$ cat config.mk
export PLATFORM = sky130hd
export DESIGN_NAME = fraction_normalizer
export DESIGN_NICKNAME = d
export VERILOG_FILES = /design/src/rtl/fraction_normalizer.sv
export SDC_FILE = /design/constraint.sdc
export NUM_CORES = 1
export LEC_CHECK = 0
export CORE_UTILIZATION = 47
export DETAILED_ROUTE_END_ITERATION = 7
export PLACE_DENSITY = 0.83
export SLEW_MARGIN = 20
export SYNTH_ARGS = -nofsm -noshare
export SYNTH_HDL_FRONTEND = slang
export SYNTH_SLANG_ARGS = --single-unit
$ cat constraint.sdc
create_clock -name CLK -period 2.85 [get_ports CLK]
set_clock_uncertainty 0.1 [all_clocks]
set_input_delay 0.57 -clock CLK [delete_from_list [all_inputs] [get_ports CLK]]
set_output_delay 0.57 -clock CLK [all_outputs]
set_load 0.05 [all_outputs]
$ cat src/rtl/fraction_normalizer.sv
// fraction_normalizer
// Left-normalizes a 26-bit fraction so that bit 25 is set, decrementing the
// paired biased exponent by the same amount. The shift stops early if the
// exponent reaches zero (underflow) or the fraction is all zeros (zero).
//
// Build option: define NORM_FAST_SHIFT_EN to replace the 1-bit-per-cycle
// iteration with a single-cycle leading-zero-count shift. Results and flags
// are identical in both builds; only the latency differs.
//
// Timing: start sampled at edge E0 (IDLE). done rises at E(k+2) for the
// iterative build (k = applied shift, or 0 for a zero fraction), E2 for the
// fast build. done is high in the IDLE cycle following the DONE state, so a
// new start presented alongside done is accepted on the next edge.
module fraction_normalizer #(
   parameter int EXP_W = 8
) (
   input  logic             CLK,
   input  logic             nRST,
   input  logic             start,
   input  logic [25:0]      fraction_in,
   input  logic [EXP_W-1:0] exponent_in,
   output logic             busy,
   output logic             done,
   output logic [25:0]      fraction_out,
   output logic [EXP_W-1:0] exponent_out,
   output logic [4:0]       shift_count,
   output logic             zero,
   output logic             underflow
);

   typedef enum logic [1:0] {
      IDLE  = 2'd0,
      SHIFT = 2'd1,
      DONE  = 2'd2
   } state_t;

   state_t           state_q, state_d;
   logic [25:0]      frac_q, frac_d;
   logic [EXP_W-1:0] exp_q, exp_d;
   logic [4:0]       cnt_q, cnt_d;
   logic             zero_q, zero_d;
   logic             unf_q, unf_d;
   logic             busy_q, busy_d;
   logic             done_q, done_d;

`ifdef NORM_FAST_SHIFT_EN
   localparam int CMP_W = (EXP_W > 5) ? EXP_W : 5;

   logic [4:0]       lzc_w;
   logic [CMP_W-1:0] lzc_ext, exp_ext, amt_w;
   logic             exhaust_w;

   // Leading-zero count of a 26-bit word; 26 when the word is zero.
   function automatic logic [4:0] lzc26(input logic [25:0] v);
      logic [4:0] n;
      n = 5'd26;
      for (int i = 0; i < 26; i++) begin
         if (v[i]) n = 5'(25 - i);
      end
      return n;
   endfunction

   // Full shift amount: leading zeros, clipped by the available exponent.
   always_comb begin
      lzc_w     = lzc26(frac_q);
      lzc_ext   = CMP_W'(lzc_w);
      exp_ext   = CMP_W'(exp_q);
      exhaust_w = (lzc_ext > exp_ext);
      amt_w     = exhaust_w ? exp_ext : lzc_ext;
   end
`endif

   // Next-state and datapath update for the normalize FSM.
   always_comb begin
      state_d = state_q;
      frac_d  = frac_q;
      exp_d   = exp_q;
      cnt_d   = cnt_q;
      zero_d  = zero_q;
      unf_d   = unf_q;
      done_d  = (state_q == DONE);

      case (state_q)
         IDLE: begin
            if (start) begin
               frac_d  = fraction_in;
               exp_d   = exponent_in;
               cnt_d   = 5'd0;
               zero_d  = 1'b0;
               unf_d   = 1'b0;
               state_d = SHIFT;
            end
         end

         SHIFT: begin
            if (frac_q == 26'd0) begin
               zero_d  = 1'b1;
               frac_d  = 26'd0;
               exp_d   = '0;
               cnt_d   = 5'd0;
               state_d = DONE;
            end
`ifdef NORM_FAST_SHIFT_EN
            else begin
               frac_d  = frac_q << amt_w[4:0];
               exp_d   = exp_q - amt_w[EXP_W-1:0];
               cnt_d   = amt_w[4:0];
               unf_d   = exhaust_w;
               state_d = DONE;
            end
`else
            else if (frac_q[25]) begin
               state_d = DONE;
            end else if (exp_q == '0) begin
               unf_d   = 1'b1;
               state_d = DONE;
            end else begin
               frac_d  = {frac_q[24:0], 1'b0};
               exp_d   = exp_q - EXP_W'(1);
               cnt_d   = cnt_q + 5'd1;
            end
`endif
         end

         DONE: begin
            state_d = IDLE;
         end

         default: begin
            state_d = IDLE;
         end
      endcase

      busy_d = (state_d == SHIFT) || (state_d == DONE);
   end

   // State and result registers; reset clears everything visible at the ports.
   always_ff @(posedge CLK or negedge nRST) begin
      if (!nRST) begin
         state_q <= IDLE;
         frac_q  <= 26'd0;
         exp_q   <= '0;
         cnt_q   <= 5'd0;
         zero_q  <= 1'b0;
         unf_q   <= 1'b0;
         busy_q  <= 1'b0;
         done_q  <= 1'b0;
      end else begin
         state_q <= state_d;
         frac_q  <= frac_d;
         exp_q   <= exp_d;
         cnt_q   <= cnt_d;
         zero_q  <= zero_d;
         unf_q   <= unf_d;
         busy_q  <= busy_d;
         done_q  <= done_d;
      end
   end

   assign busy         = busy_q;
   assign done         = done_q;
   assign fraction_out = frac_q;
   assign exponent_out = exp_q;
   assign shift_count  = cnt_q;
   assign zero         = zero_q;
   assign underflow    = unf_q;

endmodule

==> results of run 1 <==
critical path, stage by stage (launching register included):
cell      delay (ps)
dfrtp_1          460
or4_1            740
o21ai_4          240
o211ai_2         250
buf_4            300
a21oi_1          180
a21oi_1           60
synth_stat cells (4+ instances only):
cell	n
nand2_1	10
buf_2	5
dfrtp_1	45
o21ai_0	8
nor4_1	7
o41ai_1	4
nor3_1	4
o211ai_1	4
nor2_1	12
inv_1	5
nor4b_1	25
nand3_1	6
a21oi_1	77
clkbuf_1	15
cell usage in the layout (no fill, tap or decap), drive strengths merged, types with 2 or more instances in the layout:
master and n:
a21oi 77, clkdlybuf4s50 77, dfrtp 45, nor4b 25, nor2 14, buf 12
nand2 10, o21ai 10, nor4 7, clkbuf 7, nand3 6, inv 5
o211ai 5, a22oi 5, o41ai 4, nor3 4, nor2b 3, o2bb2ai 3
ha 3, o22ai 3, nand4 2, a22o 2, mux2 2, o211a 2
sequential cells by signal, summed over array words and instances, names as in the netlist:
name / flops
fraction_out: 26
shift_count: 5
zero: 1
underflow: 1
busy: 1
done: 1
exponent_out: 8
state_q: 2
layout make-up:
cell class / count / area [µm²]
well taps: 70 / 87.6
repair buffers: 89 / 883
inverters: 6 / 22.5
clock inverters: 1 / 30.0
flip-flops and latches: 45 / 1130
clock buffers: 7 / 86.3
fillers: 406 / 1660
multi-input cells: 199 / 1280
power by group:
group | leakage (µW) | switching (µW) | internal, µW
clock | 0.0000585 | 219 | 286
sequential | 0.000540 | 311 | 935
combinational | 0.000730 | 2070 | 1110
logic make-up (layout without fill, tap and decap cells):
| family | count (synthesis) | in the layout |
|---|---|---|
| AO/OA/AOI/OAI | 117 | 117 |
| AND/OR/NAND/NOR | 76 | 76 |
| flip-flops | 45 | 45 |
| buffers and inverters | 30 | 103 |
| adder cells (fa/ha/maj) | 3 | 3 |
| multiplexers | 3 | 3 |
per-layer routing:
metal | global-route usage | vias to the layer above | share of wire
met1 | 0.350 | 1219 | 0.43
li1 | - | 1193 | -
met3 | 0.0503 | 9 | 0.070
met5 | 0 | - | 0
met4 | 0.0658 | 0 | 0.0096
met2 | 0.412 | 122 | 0.49
how the worst max path moves through the flow:
stage	start	endpoint	slack, ps	cells after the start
after global placement	exponent_out[3]	fraction_out[6]	460	6
final	exponent_out[3]	fraction_out[8]	380	6
after detailed placement	exponent_out[0]	fraction_out[9]	410	8
after CTS	exponent_out[3]	fraction_out[9]	400	6
after floorplan	exponent_out[0]	exponent_out[1]	510	7
after global routing	exponent_out[3]	fraction_out[2]	270	6
metrics by stage:
step,utilization,cell area (µm²),std cells
after floorplan,-,2550,274
after global placement,0.657,3400,409
after detailed placement,0.657,3400,409
after CTS,0.680,3520,417
after global routing,0.680,3520,417
final,0.680,3520,417
==> summary.md, run 1 <==
The tools report the number of antenna repair diodes as 0. In the post-synthesis netlist, the biggest area contributors are dfrtp_1 44%, a21oi_1 15%, nor4b_1 8.6%, clkbuf_1 2.2%, nor2_1 1.8%. Worst relative slew slack: 0.468. The share of synthesized registers carrying an async set or reset came out at 1.00. For flop-to-flop paths, the worst setup slack is 380 ps. The xor and xnor area share after synthesis works out to 0. Clock-pin slew was measured on the worst setup and hold paths at 90 ps. The number of hold buffers added after CTS was 0. After detailed routing, the total wire length is 7110 µm. The x dimension of the die came out at 75.6 µm.

For the least setup slack across all paths after layout, the log shows 379 ps. For the unique cell type count in the Yosys netlist, the log shows 46. The tools report the type of element launching the critical path as a flip-flop.

Post-synthesis simple-gate area fraction: 0.190. TritonCTS built the clock tree. The congestion estimate from routability-driven global placement came to 0.885.

Counting every net in the synthesized netlist gives 314. In this run the deepest clock path goes through 2 buffers. The tools report the static leakage as 0.00133 µW. The flow ran to the end, and the final reports show no timing, DRC or antenna violations. Of all cell types, the one taking the most synthesized area is dfrtp_1. The floorplan die height is 75.6 µm.

In this run the critical register-to-register path is captured at fraction_out[8]. The tree is rooted in a clkbuf_8. Port buffering added 79 buffers. The share of the cycle needed by the critical path after routing was 0.867; the pre-CTS worst setup slack was 412 ps. The detail route stage leaves a number of antenna-violating nets equal to 0. Setup violations remaining at the end of the flow were counted as 0. For the worst flop-to-flop path, the logic depth is 6. Setup repair after global routing left no endpoint under its margin. The tools report the global-route wire length before repair as 11000 µm.

In this run the count of I/O pins placed on the die edge is 80. The number of global-route vias before repair is 2277, and the overall overflow remaining after global route is 0. Largest fanout of any net on the critical path: 24. In this run the number of H-tree levels came out at 2.

The tools report the CTS buffer count as 5. For the worst setup path, the data arrival time is 2530 ps. At the pin with the least slew margin, the transition time is 789 ps. The run gives 0 as the post-cts repair resize count. The initial cell density of the core was 0.493; the mean number of vias per cell was 6.10. For the total power of the final layout, the log shows 4920 µW. The number of sinks on the clock net is 45.

The run gives 0.254 as the total track usage. Relative to the synthesized area, the layout overhead comes to 37.9%. Data on the critical path is required at its endpoint by 2910 ps. Endpoint class of the critical path: a flip-flop.

The logs give 0 for the final hold violation count and 0 for the count of max-cap constraint violations. The average routed wire per standard cell was 17.0 µm. The setup TNS was 0 ps; the top achievable clock speed was 0.405 GHz.

The minimum hold slack is 157 ps, and the number of optimization iterations in the first detailed-route pass is 5. The worst path needs 2470 ps of the cycle, external delays included. Entering global routing, the biggest net connects 37 pins.

The worst setup path is of the reg -> reg kind. The area fraction in compound gates after synthesis was 0.282. The number of standard cells after synthesis was 274; the total count of max-transition violations in the final report was 0. The share of synthesized cell area in full adder, half adder and majority cells is 0.0147, and the half-perimeter wire length of the detailed placement result is 4950 µm.

The cell area that synthesis handed to floorplanning was 2550 µm². Synthesis inferred 45 register bits. The share of cells above drive strength 1 was 0.0922. The floorplan has 26 rows.

The routed layout has 2543 vias. For the worst voltage drop across the vdd grid, the log shows 0.895 mV. After detailed routing, the number of remaining DRC violations is 0. For this run, the post-layout net count is 386.

The sequential area share after synthesis came out at 0.442. For the post-CTS setup buffer count, the log shows 0. The multiplexer fraction of the synthesized cell area works out to 0.0142.

The tools report the startpoint of the lowest-slack register-to-register path as exponent_out[3]. For this run, the leading register cell type out of synthesis is dfrtp_1. The floorplan step defined a die boundary enclosing 5720 µm². The number of enable-type register cells in the synthesized netlist works out to 0.

The power density normalized to cell area was 1400 nW/µm². The dominant combinational cell family by area after synthesis is compound AO/OA/AOI/OAI gates. In this run the worst hold path is classified as in -> async. For the core area, the log shows 5170 µm². The run gives 0 as the number of antenna violations at the first check in global routing. The total number of yosys warnings is 0, and the average instance area after synthesis is 9.30 µm². After the first detailed-routing iteration, the DRC count stood at 198. The top-area cell type share of the netlist area was 0.442; the clock latency on the worst-skew pair was 300 ps.
(Power assumes the default switching activity.)
==> run 2: changes to the inputs <==
--- a/config.mk
+++ b/config.mk
@@ -6,6 +6,7 @@
 export NUM_CORES = 1
 export LEC_CHECK = 0
 export CORE_UTILIZATION = 47
+export CTS_CLUSTER_DIAMETER = 60
 export DETAILED_ROUTE_END_ITERATION = 7
 export PLACE_DENSITY = 0.83
 export SLEW_MARGIN = 20
==> results of run 2 <==
Same layout as run 1: the final DEF is identical, and so are final timing and power.
